**src/rtl/riscv_test_monitor_pkg.sv**
```systemverilog
// Shared types and defaults for the riscv-tests pass/fail monitor.
package riscv_test_pkg;

   typedef enum logic [1:0] {
      ST_RUN     = 2'd0,
      ST_PASS    = 2'd1,
      ST_FAIL    = 2'd2,
      ST_TIMEOUT = 2'd3
   } state_e;

   localparam logic [4:0]  GP_IDX          = 5'd3;
   localparam logic [31:0] DEF_TOHOST_ADDR = 32'h0000_1000;
   localparam logic [31:0] DEF_END_PC      = 32'h0000_0044;

endpackage

```
**src/rtl/riscv_test_monitor_sat_counter.sv**
```systemverilog
// Saturating up-counter with synchronous clear; clear wins over increment.
module sat_counter #(
   parameter int W = 32
) (
   input  logic         clk,
   input  logic         rst_n,
   input  logic         clr,
   input  logic         inc,
   output logic [W-1:0] cnt
);

   logic [W-1:0] cnt_q, cnt_d;

   // Next count: clear, else step unless already at all-ones.
   always_comb begin
      cnt_d = cnt_q;
      if (clr) begin
         cnt_d = '0;
      end else if (inc && (cnt_q != {W{1'b1}})) begin
         cnt_d = cnt_q + {{(W-1){1'b0}}, 1'b1};
      end
   end

   // Count register.
   always_ff @(posedge clk or negedge rst_n) begin
      if (!rst_n) cnt_q <= '0;
      else        cnt_q <= cnt_d;
   end

   assign cnt = cnt_q;

endmodule

```
**src/rtl/riscv_test_monitor.sv**
```systemverilog
// Pass/fail monitor for riscv-tests runs: shadows gp, snoops tohost stores
// and the end-of-test PC, and flags timeout/hang with a sticky verdict.
module riscv_test_monitor
   import riscv_test_pkg::*;
#(
   parameter logic [31:0] END_PC      = DEF_END_PC,
   parameter logic [31:0] TOHOST_ADDR = DEF_TOHOST_ADDR,
   parameter int unsigned TIMEOUT_CYC = 2500,
   parameter int unsigned HANG_CYC    = 256
) (
   input  logic        clk,
   input  logic        rst_n,
   input  logic        clr,
   input  logic [31:0] pc_out,
   input  logic [31:0] debug_wb_pc,
   input  logic [3:0]  debug_wb_rf_wen,
   input  logic [4:0]  debug_wb_rf_wnum,
   input  logic [31:0] debug_wb_rf_wdata,
   input  logic        data_we,
   input  logic [31:0] data_waddr,
   input  logic [31:0] data_wdata,
   output logic        done,
   output logic        pass,
   output logic        fail,
   output logic        timeout,
   output logic [30:0] fail_testnum,
   output logic [31:0] cycle_cnt,
   output logic [31:0] retire_cnt
);

   localparam logic [31:0] TIMEOUT_LAST = 32'(TIMEOUT_CYC - 1);
   localparam logic [31:0] HANG_LAST    = 32'(HANG_CYC - 1);

   state_e      state_q, state_d;
   logic        done_q, done_d, pass_q, pass_d, fail_q, fail_d, timeout_q, timeout_d;
   logic [30:0] fail_testnum_q, fail_testnum_d;
   logic [31:0] gp_shadow_q, gp_shadow_d;
   logic [31:0] last_wb_pc_q, last_wb_pc_d;
   logic [31:0] idle_cnt;

   logic        running, retire, gp_wr, tohost_hit;
   logic [31:0] gp_eff;

   assign running    = (state_q == ST_RUN);
   assign retire     = (debug_wb_pc != last_wb_pc_q);
   assign gp_wr      = (debug_wb_rf_wen != 4'd0) && (debug_wb_rf_wnum == GP_IDX);
   // Same-cycle gp writeback bypasses the shadow so END_PC sees the final value.
   assign gp_eff     = gp_wr ? debug_wb_rf_wdata : gp_shadow_q;
   assign tohost_hit = data_we && (data_waddr == TOHOST_ADDR) && (data_wdata != 32'd0);

   sat_counter #(.W(32)) u_cycle_cnt (
      .clk(clk), .rst_n(rst_n), .clr(clr), .inc(running), .cnt(cycle_cnt)
   );

   sat_counter #(.W(32)) u_retire_cnt (
      .clk(clk), .rst_n(rst_n), .clr(clr), .inc(running && retire), .cnt(retire_cnt)
   );

   // Idle run length restarts on every retire.
   sat_counter #(.W(32)) u_idle_cnt (
      .clk(clk), .rst_n(rst_n), .clr(clr || (running && retire)),
      .inc(running && !retire), .cnt(idle_cnt)
   );

   // Verdict evaluation in RUN; terminal states hold everything until clr/reset.
   always_comb begin
      state_d        = state_q;
      done_d         = done_q;
      pass_d         = pass_q;
      fail_d         = fail_q;
      timeout_d      = timeout_q;
      fail_testnum_d = fail_testnum_q;
      gp_shadow_d    = gp_shadow_q;
      last_wb_pc_d   = last_wb_pc_q;
      if (clr) begin
         state_d        = ST_RUN;
         done_d         = 1'b0;
         pass_d         = 1'b0;
         fail_d         = 1'b0;
         timeout_d      = 1'b0;
         fail_testnum_d = '0;
         gp_shadow_d    = '0;
         last_wb_pc_d   = '0;
      end else if (running) begin
         if (gp_wr)  gp_shadow_d  = debug_wb_rf_wdata;
         if (retire) last_wb_pc_d = debug_wb_pc;
         if (tohost_hit) begin
            done_d = 1'b1;
            if (data_wdata == 32'd1) begin
               state_d = ST_PASS;
               pass_d  = 1'b1;
            end else begin
               state_d        = ST_FAIL;
               fail_d         = 1'b1;
               fail_testnum_d = data_wdata[31:1];
            end
         end else if (pc_out == END_PC) begin
            done_d = 1'b1;
            if (gp_eff == 32'd1) begin
               state_d = ST_PASS;
               pass_d  = 1'b1;
            end else begin
               state_d        = ST_FAIL;
               fail_d         = 1'b1;
               fail_testnum_d = gp_eff[31:1];
            end
         end else if ((!retire && (idle_cnt == HANG_LAST)) || (cycle_cnt == TIMEOUT_LAST)) begin
            state_d   = ST_TIMEOUT;
            done_d    = 1'b1;
            timeout_d = 1'b1;
         end
      end
   end

   // State, verdict flags and shadows.
   always_ff @(posedge clk or negedge rst_n) begin
      if (!rst_n) begin
         state_q        <= ST_RUN;
         done_q         <= 1'b0;
         pass_q         <= 1'b0;
         fail_q         <= 1'b0;
         timeout_q      <= 1'b0;
         fail_testnum_q <= '0;
         gp_shadow_q    <= '0;
         last_wb_pc_q   <= '0;
      end else begin
         state_q        <= state_d;
         done_q         <= done_d;
         pass_q         <= pass_d;
         fail_q         <= fail_d;
         timeout_q      <= timeout_d;
         fail_testnum_q <= fail_testnum_d;
         gp_shadow_q    <= gp_shadow_d;
         last_wb_pc_q   <= last_wb_pc_d;
      end
   end

   assign done         = done_q;
   assign pass         = pass_q;
   assign fail         = fail_q;
   assign timeout      = timeout_q;
   assign fail_testnum = fail_testnum_q;

endmodule

```
**config.mk**
```make
export PLATFORM = sky130hd
export DESIGN_NAME = riscv_test_monitor
export DESIGN_NICKNAME = d
export VERILOG_FILES = /design/src/rtl/riscv_test_monitor_pkg.sv /design/src/rtl/riscv_test_monitor_sat_counter.sv /design/src/rtl/riscv_test_monitor.sv
export SDC_FILE = /design/constraint.sdc
export NUM_CORES = 1
export LEC_CHECK = 0
export BUFFER_PORTS_ARGS = -buffer_cell sky130_fd_sc_hd__buf_2
export CORE_MARGIN = 2
export CORE_UTILIZATION = 36
export CTS_CLUSTER_DIAMETER = 40
export DETAILED_ROUTE_END_ITERATION = 6
export PLACE_DENSITY_LB_ADDON = 0.1
export REMOVE_ABC_BUFFERS = 1
export SYNTH_ARGS = -nofsm -noshare
export SYNTH_HDL_FRONTEND = slang
export SYNTH_HIERARCHICAL = 1
export SYNTH_SLANG_ARGS = --single-unit
```
**constraint.sdc**
```tcl
create_clock -name clk -period 3.1 [get_ports clk]
set_input_delay 0.31 -clock clk [delete_from_list [all_inputs] [get_ports clk]]
set_output_delay 0.31 -clock clk [all_outputs]
set_load 0.03 [all_outputs]
```
==> impl_metrics.yaml <==
floorplanning:
  pin_count: 272
  core-area_um2: 30500
  die_area_um2: 32400
  initial_utilization: 0.365
  die_y_um: 180
  die_w_um: 180
  num_rows: 64
sta:
  setup_tns_ns: 0
  drv_slew: 0
  hold_viol: 0
  relSlewSlack: 0.330
  finalSetupViolCount: 0
  period_minus_slack_ns: 2.86
  rsz0062_at_grt: "no"
  fmax_mhz: 350
  worst_pin_slew_ns: 1.00
  finClkSkew_ns: 0.0172
  fin_crit_sh: 0.922
  hold_ws_ns: 0.121
layout:
  drive_above_1_share: 0.272
  area_growth_pct: 23.1
  fillers: 3060
  finish.utilization: 0.450
  final_common_cell: "buf_2"
  final_nets: 1632
  mostFrequentLayoutCells: "buf_2 (269), dfrtp_1 (197), nor2_1 (108)"
power:
  leakagePower_uw: 0.00611
  power_density_nw_per_um2: 385
  total_power_uw: 5290
  peakVddDrop_mv: 0.321
run_status:
  status: "finished clean"
synthesis:
  synth_seq_cells: 197
  syn_avg_cell_area_um2: 9.40
  synth_cells: 1185
  synth_edf_count: 0
  synth_cell_types: 69
  synth_warnings: 6
  syn-cell-area_um2: 11100
  ys_seq_area_frac: 0.442
  yosys_most_used_dff: "dfrtp_1"
  synthArstFlopShare: 1.00
grt:
  antenna_found_initial: 3
  track_usage: 0.207
  grt_pass1_wl_um: 54400
  grt_max_degree: 80
  grt_pass1_vias: 10200
  grt-ovfl-total: 0
clocking:
  ctsHtreeMaxLevel: 4
  clk_path_buf_depth: 2
  cts_tree: "done"
  clkSinkCount: 197
  path_clk_slew_ns: 0.07
  cts_made_buffers: 17
  root_buffer: "clkbuf_16"
  clock_latency_ns: 0.45
min_path:
  hp-start: "debug_wb_rf_wdata[0]"
  worstHoldEndpoint: "gp_shadow_q[0]"
  hp-class: "in2reg"
  hold_depth: 3
routing:
  drc: 0
  vias: 10200
  dr.pass1.iters: 5
  wl_per_cell_um: 18.0
  finalWirelength_um: 33600
  final_antenna_net_count: 0
  drtIter0Drc: 618
  vias_per_cell: 5.44
worst_setup_path:
  cp_max_fo: 11
  crit_path_start_kind: "flop"
  worstSetupPathType: "reg2reg"
  reg2reg_slack_ns: 0.24
  arrival_ns: 3.18
  r2r_cells: 10
  r2r_start: "last_wb_pc_q[12]"
  cp_data_required_time_ns: 3.42
  crit_path_end_kind: "flop"
  r2r-end: "u_idle_cnt/cnt[31]"
placed_design:
  gp_congestion: 0.832
  io_buffer_count: 271
  dp_hpwl_um: 24600
flow_run:
  maxCapViolCount: 0
[cells in the mapped netlist (3+ instances only)]
cell type	instances	area, µm²
mux2i_1	66	661
nor4b_1	9	78.8
nor3_1	24	120
and2_1	8	50.1
mux2_2	12	135
and4_1	5	43.8
a211oi_1	12	90.1
or4_1	10	75.1
dfrtp_1	197	4930
o31ai_1	10	75.1
a21o_1	7	52.6
nand2b_1	6	37.5
xnor2_1	26	228
a31o_2	5	43.8
nand2_1	103	387
clkbuf_1	37	139
and3_1	20	125
nand3b_1	5	37.5
nand4b_1	3	26.3
nor2b_1	14	87.6
nand4_2	3	37.5
nor4_2	4	50.1
nor2_1	109	409
buf_2	9	45.0
inv_1	22	82.6
xor2_1	42	368
a21oi_1	77	385
nor4_1	69	432
buf_4	9	67.6
o2bb2ai_1	30	263
o21ai_0	83	415
nand4_1	34	213
or3_1	25	156
nand3_1	38	190
ha_1	3	37.5
[power breakdown]
part           internal [µW]  switching, µW  total (µW)
sequential              2600           33.4        2630
clock                   1170           1070        2240
combinational            165            245         410
total                   3940           1350        5290
[how the worst max path moves through the flow]
stage	from	endpoint	slack, ns	depth (start not counted)
after global routing	last_wb_pc_q[23]	u_idle_cnt/cnt[31]	0.005	10
after CTS	last_wb_pc_q[12]	u_idle_cnt/cnt[31]	0.07	10
final	last_wb_pc_q[12]	u_idle_cnt/cnt[31]	0.24	10
after detailed placement	debug_wb_pc[12]	u_idle_cnt/cnt[31]	-0.15	11
after floorplan	last_wb_pc_q[31]	u_idle_cnt/cnt[5]	-1.90	8
after global placement	debug_wb_pc[12]	u_idle_cnt/cnt[31]	-0.16	11
[routing by layer]
layer,vias to the layer above,share of wire,track usage,routed length [µm]
li1,4910,-,-,-
met3,31,0.049,0.0415,1640
met1,4959,0.45,0.267,15100
met5,-,0,0,0
met2,266,0.48,0.352,16200
met4,0,0.017,0.0624,556
[critical path: stages, from the launching register on]
cell	delay (ns)
dfrtp_1	0.40
xor2_2	0.17
nor4_4	0.36
buf_4	0.17
nand4_1	0.16
nor3_2	0.17
and3_1	0.20
nand4_1	0.11
a21o_1	0.31
nor4_2	0.33
mux2_2	0.37
[through the flow]
| stage | std cells | setup WS (ns) | instance area, µm² |
|---|---|---|---|
| 2_1_floorplan | 1129 | -1.90 | 10900 |
| 3_3_place_gp | 1832 | -0.162 | 13100 |
| 3_5_place_dp | 1832 | -0.152 | 13100 |
| 4_1_cts | 1864 | 0.0695 | 13700 |
| 5_1_grt | 1867 | 0.00463 | 13700 |
| 6_report | 1868 | 0.242 | 13700 |
[final cells by class]
type	instances	area, µm²	share of cell area
antenna	4	10.0	0.000729
multi-input combinational	909	5950	0.434
clock inverter	11	118	0.00857
tap	396	495	0.0361
clock buffer	20	457	0.0333
timing repair buffer	308	1670	0.122
sequential	197	4930	0.359
inverter	23	86.3	0.00629
[registers in the layout (all words and copies together) (netlist names)]
name              flops
gp_shadow_q          32
last_wb_pc_q         32
u_cycle_cnt/cnt      32
u_idle_cnt/cnt       32
u_retire_cnt/cnt     32
fail_testnum         31
state_q               2
done                  1
fail                  1
pass                  1
timeout               1
[kinds of logic after synthesis]
group                      synth area share
and+or+nand+nor                       0.247
AOI/OAI and AO/OA                     0.149
DFF                                   0.442
muxes                                0.0741
buffers and inverters                0.0313
xor gates and xnor gates             0.0534
adders and majority gates           0.00337
[repair_timing]
| action | 4_1_cts | 5_1_grt |
|---|---|---|
| resized for setup | 1 | 9 |
| hold buffers | 1 | 0 |
| hold endpoints to repair | 65 | 0 |
| endpoints found under the setup margin | 9 | 11 |
| setup buffers | 0 | 0 |
| pin swaps | 0 | 2 |
Note: power is estimated with default switching activity, not from simulation.
